File: src/rtl/fifo_sync_flags.sv
// Synchronous FIFO with occupancy count, almost-full/almost-empty thresholds and sticky error flags.
// Define FIFO_FWFT_EN for first-word-fall-through output; otherwise the read data is registered.
module fifo_sync_flags #(
  parameter int WIDTH    = 8,
  parameter int DEPTH    = 16,
  parameter int AF_LEVEL = DEPTH - 2,
  parameter int AE_LEVEL = 2,
  localparam int CW      = $clog2(DEPTH) + 1
) (
  input  logic             clk,
  input  logic             rst,
  input  logic             wr_en,
  input  logic [WIDTH-1:0] din,
  input  logic             rd_en,
  input  logic             clr_err,
  output logic [WIDTH-1:0] dout,
  output logic             dout_valid,
  output logic [CW-1:0]    count,
  output logic             full,
  output logic             empty,
  output logic             almost_full,
  output logic             almost_empty,
  output logic             overflow,
  output logic             underflow
);

  localparam int PW = $clog2(DEPTH);
  localparam logic [PW-1:0] LAST_PTR = PW'(DEPTH - 1);

  logic [WIDTH-1:0] mem [DEPTH];
  logic [PW-1:0]    wr_ptr_q, wr_ptr_d;
  logic [PW-1:0]    rd_ptr_q, rd_ptr_d;
  logic [CW-1:0]    count_q, count_d;
  logic             ovf_q, ovf_d;
  logic             unf_q, unf_d;
  logic             rd_acc, wr_acc;

  // Flags decode the registered count only, so wr_en/rd_en never reach them combinationally.
  assign full         = (count_q == CW'(DEPTH));
  assign empty        = (count_q == '0);
  assign almost_full  = (count_q >= CW'(AF_LEVEL));
  assign almost_empty = (count_q <= CW'(AE_LEVEL));
  assign count        = count_q;
  assign overflow     = ovf_q;
  assign underflow    = unf_q;

  // A write into a full FIFO is legal only when a read frees the head slot in the same cycle.
  assign rd_acc = rd_en & ~empty;
  assign wr_acc = wr_en & (~full | rd_acc);

  always_comb begin
    wr_ptr_d = wr_ptr_q;
    rd_ptr_d = rd_ptr_q;
    count_d  = count_q;
    if (wr_acc) wr_ptr_d = (wr_ptr_q == LAST_PTR) ? '0 : wr_ptr_q + PW'(1);
    if (rd_acc) rd_ptr_d = (rd_ptr_q == LAST_PTR) ? '0 : rd_ptr_q + PW'(1);
    case ({wr_acc, rd_acc})
      2'b10:   count_d = count_q + CW'(1);
      2'b01:   count_d = count_q - CW'(1);
      default: count_d = count_q;
    endcase
    // A new error in the clearing cycle wins over clr_err.
    ovf_d = (ovf_q & ~clr_err) | (wr_en & ~wr_acc);
    unf_d = (unf_q & ~clr_err) | (rd_en & ~rd_acc);
  end

  always_ff @(posedge clk or posedge rst) begin
    if (rst) begin
      wr_ptr_q <= '0;
      rd_ptr_q <= '0;
      count_q  <= '0;
      ovf_q    <= 1'b0;
      unf_q    <= 1'b0;
    end else begin
      wr_ptr_q <= wr_ptr_d;
      rd_ptr_q <= rd_ptr_d;
      count_q  <= count_d;
      ovf_q    <= ovf_d;
      unf_q    <= unf_d;
    end
  end

  // Storage is never reset; the pointers and count alone define what is valid.
  always_ff @(posedge clk) begin
    if (wr_acc) mem[wr_ptr_q] <= din;
  end

`ifdef FIFO_FWFT_EN
  assign dout       = empty ? '0 : mem[rd_ptr_q];
  assign dout_valid = ~empty;
`else
  logic [WIDTH-1:0] dout_q, dout_d;
  logic             dout_valid_q, dout_valid_d;

  // On a full read+write the old head is captured here before the write lands in that slot.
  always_comb begin
    dout_d       = rd_acc ? mem[rd_ptr_q] : dout_q;
    dout_valid_d = rd_acc;
  end

  always_ff @(posedge clk or posedge rst) begin
    if (rst) begin
      dout_q       <= '0;
      dout_valid_q <= 1'b0;
    end else begin
      dout_q       <= dout_d;
      dout_valid_q <= dout_valid_d;
    end
  end

  assign dout       = dout_q;
  assign dout_valid = dout_valid_q;
`endif

endmodule

File: config.mk
export PLATFORM = sky130hd
export DESIGN_NAME = fifo_sync_flags
export DESIGN_NICKNAME = d
export VERILOG_FILES = /design/src/rtl/fifo_sync_flags.sv
export SDC_FILE = /design/constraint.sdc
export NUM_CORES = 1
export LEC_CHECK = 0
export BUFFER_PORTS_ARGS = -buffer_cell sky130_fd_sc_hd__buf_4
export CAP_MARGIN = 5
export CORE_UTILIZATION = 65
export CTS_BUF_LIST = sky130_fd_sc_hd__clkbuf_16
export CTS_CLUSTER_SIZE = 25
export DETAILED_ROUTE_END_ITERATION = 8
export GPL_ROUTABILITY_DRIVEN = 0
export PLACE_DENSITY = 0.84
export SKIP_CTS_REPAIR_TIMING = 1
export SLEW_MARGIN = 15
export SYNTH_ARGS = -nofsm -noshare
export SYNTH_HDL_FRONTEND = slang
export SYNTH_SLANG_ARGS = --single-unit
export TNS_END_PERCENT = 50
File: constraint.sdc
create_clock -name clk -period 7.18 [get_ports clk]
set_input_delay 1.077 -clock clk [delete_from_list [all_inputs] [get_ports clk]]
set_output_delay 1.077 -clock clk [all_outputs]
set_load 0.005 [all_outputs]
==> results.py <==
metrics = {
    "timing": {
        "timing.setup.tns_ns": 0,
        "worst_slew_margin_rel_pct": 21.6,
        "timing.clock.skew_ns": 0.00958,
        "fin_crit_sh_pct": 44.2,
        "slew_viol_final": 0,
        "achievable-frequency_ghz": 0.315,
        "final_hold_viol_count": 0,
        "rsz_0062_raised_after_global_routing": "no",
        "period_minus_slack_ns": 3.17,
        "finalSetupViolCount": 0,
        "hold_ws_ns": 0.501,
        "timing_worst_slew_pin_value_ns": 1.17,
    },
    "synth": {
        "dominantRegCellSynth": "sky130_fd_sc_hd__edfxtp_1",
        "synthTopCellsByArea": "sky130_fd_sc_hd__edfxtp_1 (63%), sky130_fd_sc_hd__mux4_2 (12%), sky130_fd_sc_hd__dfrtp_1 (9.8%)",
        "netlist_area_sq_mm": 0.00615,
        "synthesis.area_per_instance_sq_um": 18.4,
        "synth_top_area_share_pct": 62.5,
        "asyncSetResetFlopFracSynth_pct": 15.8,
        "synth_edf_count": 128,
        "number_of_instances_in_the_synthesized_netlist": 334,
        "sequential_fraction_of_the_synthesis_area_pct": 72.3,
        "yosys_register_bits": 152,
        "synth_cell_types": 38,
        "synth_warnings": 0,
        "synth_area_leader_cell": "sky130_fd_sc_hd__edfxtp_1",
        "postSynthNetCount": 356,
    },
    "global_route": {
        "grtUsageTotal_pct": 28.4,
        "vias_in_the_first_global_route": 3277,
        "grt.overflow.total": 0,
        "grt_antenna_before_repair": 0,
        "grt_pass1_wl_um": 19400,
        "grt_start_max_net_pins": 37,
    },
    "clock_network": {
        "cts_htree_levels": 4,
        "numClockSinks": 152,
        "inserted_clock_buffers": 17,
        "clock_insertion_delay_at_the_later_pin_of_the_skew_report_ns": 0.42,
        "root_buffer": "sky130_fd_sc_hd__clkbuf_16",
        "cts-root-to-sink-buffers": 2,
        "clock_pin_slew_reported_for_the_worst_setup_and_hold_paths_after_clock_tree_synthesis_ns": 0.06,
        "cts_tree": "yes",
    },
    "pwr": {
        "power.share.combinational_pct": 28.1,
        "leakagePower_nw": 2.50,
        "total_power_consumption_of_the_routed_design_mw": 2.80,
        "power_per_cell_area_mw_per_mm2": 397,
        "p_switching_mw": 0.860,
        "vdd_ir_drop_max_mv": 0.208,
        "switching_share_pct": 30.7,
        "clockPowerShare_pct": 29.7,
        "power.sequential.fraction_pct": 42.2,
        "p_int_mw": 1.94,
    },
    "routing": {
        "wl_met3_um": 796,
        "totalWireLength_um": 12600,
        "met1Wirelength_um": 5120,
        "antenna_left": 0,
        "routed-via-count": 3259,
        "wire_length_per_cell_after_detailed_routing_um": 25.2,
        "drtIter0Drc": 247,
        "drc": 0,
        "dr.max_layer_used": "met4",
        "route.met2.wl_um": 6380,
        "routed_via_density": 6.54,
        "detailed_routing_iteration_count_for_the_pre_antenna_repair_pass": 4,
    },
    "setup_path": {
        "crit_required_ns": 7.47,
        "critical_path_class": "reg2reg",
        "worst-endpoint-arrival_ns": 3.47,
        "worstSetupStartpointType": "flip-flop",
        "worstSetupEndpointType": "flip-flop",
        "crit_fanout": 14,
    },
    "place": {
        "port_buffers": 32,
        "hpwl_um": 7540,
        "dpl.cell_count": 466,
    },
    "floorplan": {
        "chipHeight_um": 99.2,
        "fp.dieArea_sq_mm": 0.00985,
        "design.core.area_sq_mm": 0.00920,
        "dieWidth_um": 99.2,
        "initial_core_util_pct": 66.8,
        "num_rows": 35,
        "design.portCount": 33,
    },
    "layout": {
        "drive_above_1_share_pct": 26.9,
        "number_of_antenna_diodes": 0,
        "nets": 396,
        "final_cells": 498,
        "area_growth_syn_to_layout_pct": 14.8,
        "final_core_util_pct": 76.7,
        "layout_common_cells": "sky130_fd_sc_hd__edfxtp_1 (128), sky130_fd_sc_hd__buf_4 (35), sky130_fd_sc_hd__mux4_2 (32)",
        "layout.cells.most_common": "sky130_fd_sc_hd__edfxtp_1",
    },
    "flow_run": {
        "maxCapViolations": 0,
    },
    "worst_hold_path": {
        "hold_path.class": "reg2reg",
    },
    "status": {
        "status": "completed",
    },
}
## layer usage
metal | track usage [%] | vias to the layer above
met4 | 11.1 | 0
met5 | 0 | -
met1 | 39.0 | 1661
li1 | - | 1411
met2 | 45.5 | 157
met3 | 6.25 | 30
## cells in the mapped netlist, types with 2 or more instances
library cell	count
sky130_fd_sc_hd__a21o_1	3
sky130_fd_sc_hd__a21oi_1	4
sky130_fd_sc_hd__a311oi_1	3
sky130_fd_sc_hd__buf_1	3
sky130_fd_sc_hd__buf_2	8
sky130_fd_sc_hd__clkbuf_1	3
sky130_fd_sc_hd__dfrtp_1	24
sky130_fd_sc_hd__edfxtp_1	128
sky130_fd_sc_hd__ha_1	8
sky130_fd_sc_hd__inv_1	11
sky130_fd_sc_hd__mux2_2	2
sky130_fd_sc_hd__mux2i_1	17
sky130_fd_sc_hd__mux4_2	32
sky130_fd_sc_hd__nand2_1	21
sky130_fd_sc_hd__nand2b_1	4
sky130_fd_sc_hd__nand3_1	4
sky130_fd_sc_hd__nor2_1	16
sky130_fd_sc_hd__nor2b_1	2
sky130_fd_sc_hd__nor3_1	6
sky130_fd_sc_hd__o21ai_0	7
sky130_fd_sc_hd__o221ai_1	7
sky130_fd_sc_hd__xnor2_1	5
## through the flow
stage | area, sq um | setup slack [ns]
after detailed placement | 6480 | 3.76
final | 7050 | 4.01
after global routing | 7050 | 3.82
after floorplan | 6150 | 4.43
after global placement | 6480 | 3.90
after CTS | 7040 | 4.05
## final timing paths
path                                      start                 endpoint  slack, ns  cells past startpoint
max                        count[4]$_DFFE_PP0P_     count[4]$_DFFE_PP0P_       4.01                     10
min                         dout[6]$_DFFE_PP0P_      dout[6]$_DFFE_PP0P_       0.50                      2
max reg2reg                count[4]$_DFFE_PP0P_     count[4]$_DFFE_PP0P_       4.01                     10
min reg2reg                 dout[6]$_DFFE_PP0P_      dout[6]$_DFFE_PP0P_       0.50                      2
max in group asynchronous                   rst  rd_ptr_q[0]$_DFFE_PP0P_       5.67                      2
min in group asynchronous                   rst  rd_ptr_q[2]$_DFFE_PP0P_       0.90                      2
## state kept, by name, summed over array words and instances, names as in the netlist
signal and count:
mem 128, rd_ptr_q 4, count 5, dout 8, overflow 1, underflow 1
dout_valid 1, wr_ptr_q 4
## power by group through the flow
stage | logic, mW | registers (mW) | clock network (mW)
6_report | 0.786 | 1.18 | 0.831
5_1_grt | 0.851 | 1.19 | 0.868
4_1_cts | 0.789 | 1.17 | 0.836
3_5_place_dp | 0.774 | 1.19 | 0
3_3_place_gp | 0.749 | 1.18 | 0
2_1_floorplan | 0.561 | 1.15 | 0
## layout make-up
cell class	instances	area, sq um
sequential	152	4440
timing repair buffer	35	263
tap	111	139
multi-input combinational	156	1600
inverter	12	45.0
clock buffer	17	425
clock inverter	15	133
fill	475	2140
## critical path: stages (launching register included)
cell,delay [ns]
sky130_fd_sc_hd__dfrtp_1,0.46
sky130_fd_sc_hd__or3_4,0.44
sky130_fd_sc_hd__o31ai_4,0.64
sky130_fd_sc_hd__inv_2,0.20
sky130_fd_sc_hd__nand2_1,0.19
sky130_fd_sc_hd__inv_1,0.09
sky130_fd_sc_hd__ha_1,0.33
sky130_fd_sc_hd__nor2b_1,0.14
sky130_fd_sc_hd__o21ai_0,0.24
sky130_fd_sc_hd__a311oi_1,0.13
sky130_fd_sc_hd__nand3b_1,0.18
## cells by family after synthesis
kind of cell	count (synthesis)	share of synthesized area, %
AO/OA/AOI/OAI	33	4.11
adder cells (fa/ha/maj)	9	1.95
flip-flops	152	72.3
AND/OR/NAND/NOR	58	4.30
buffers and inverters	26	1.75
multiplexers	51	14.9
XOR/XNOR	5	0.713
(Power assumes the default switching activity.)
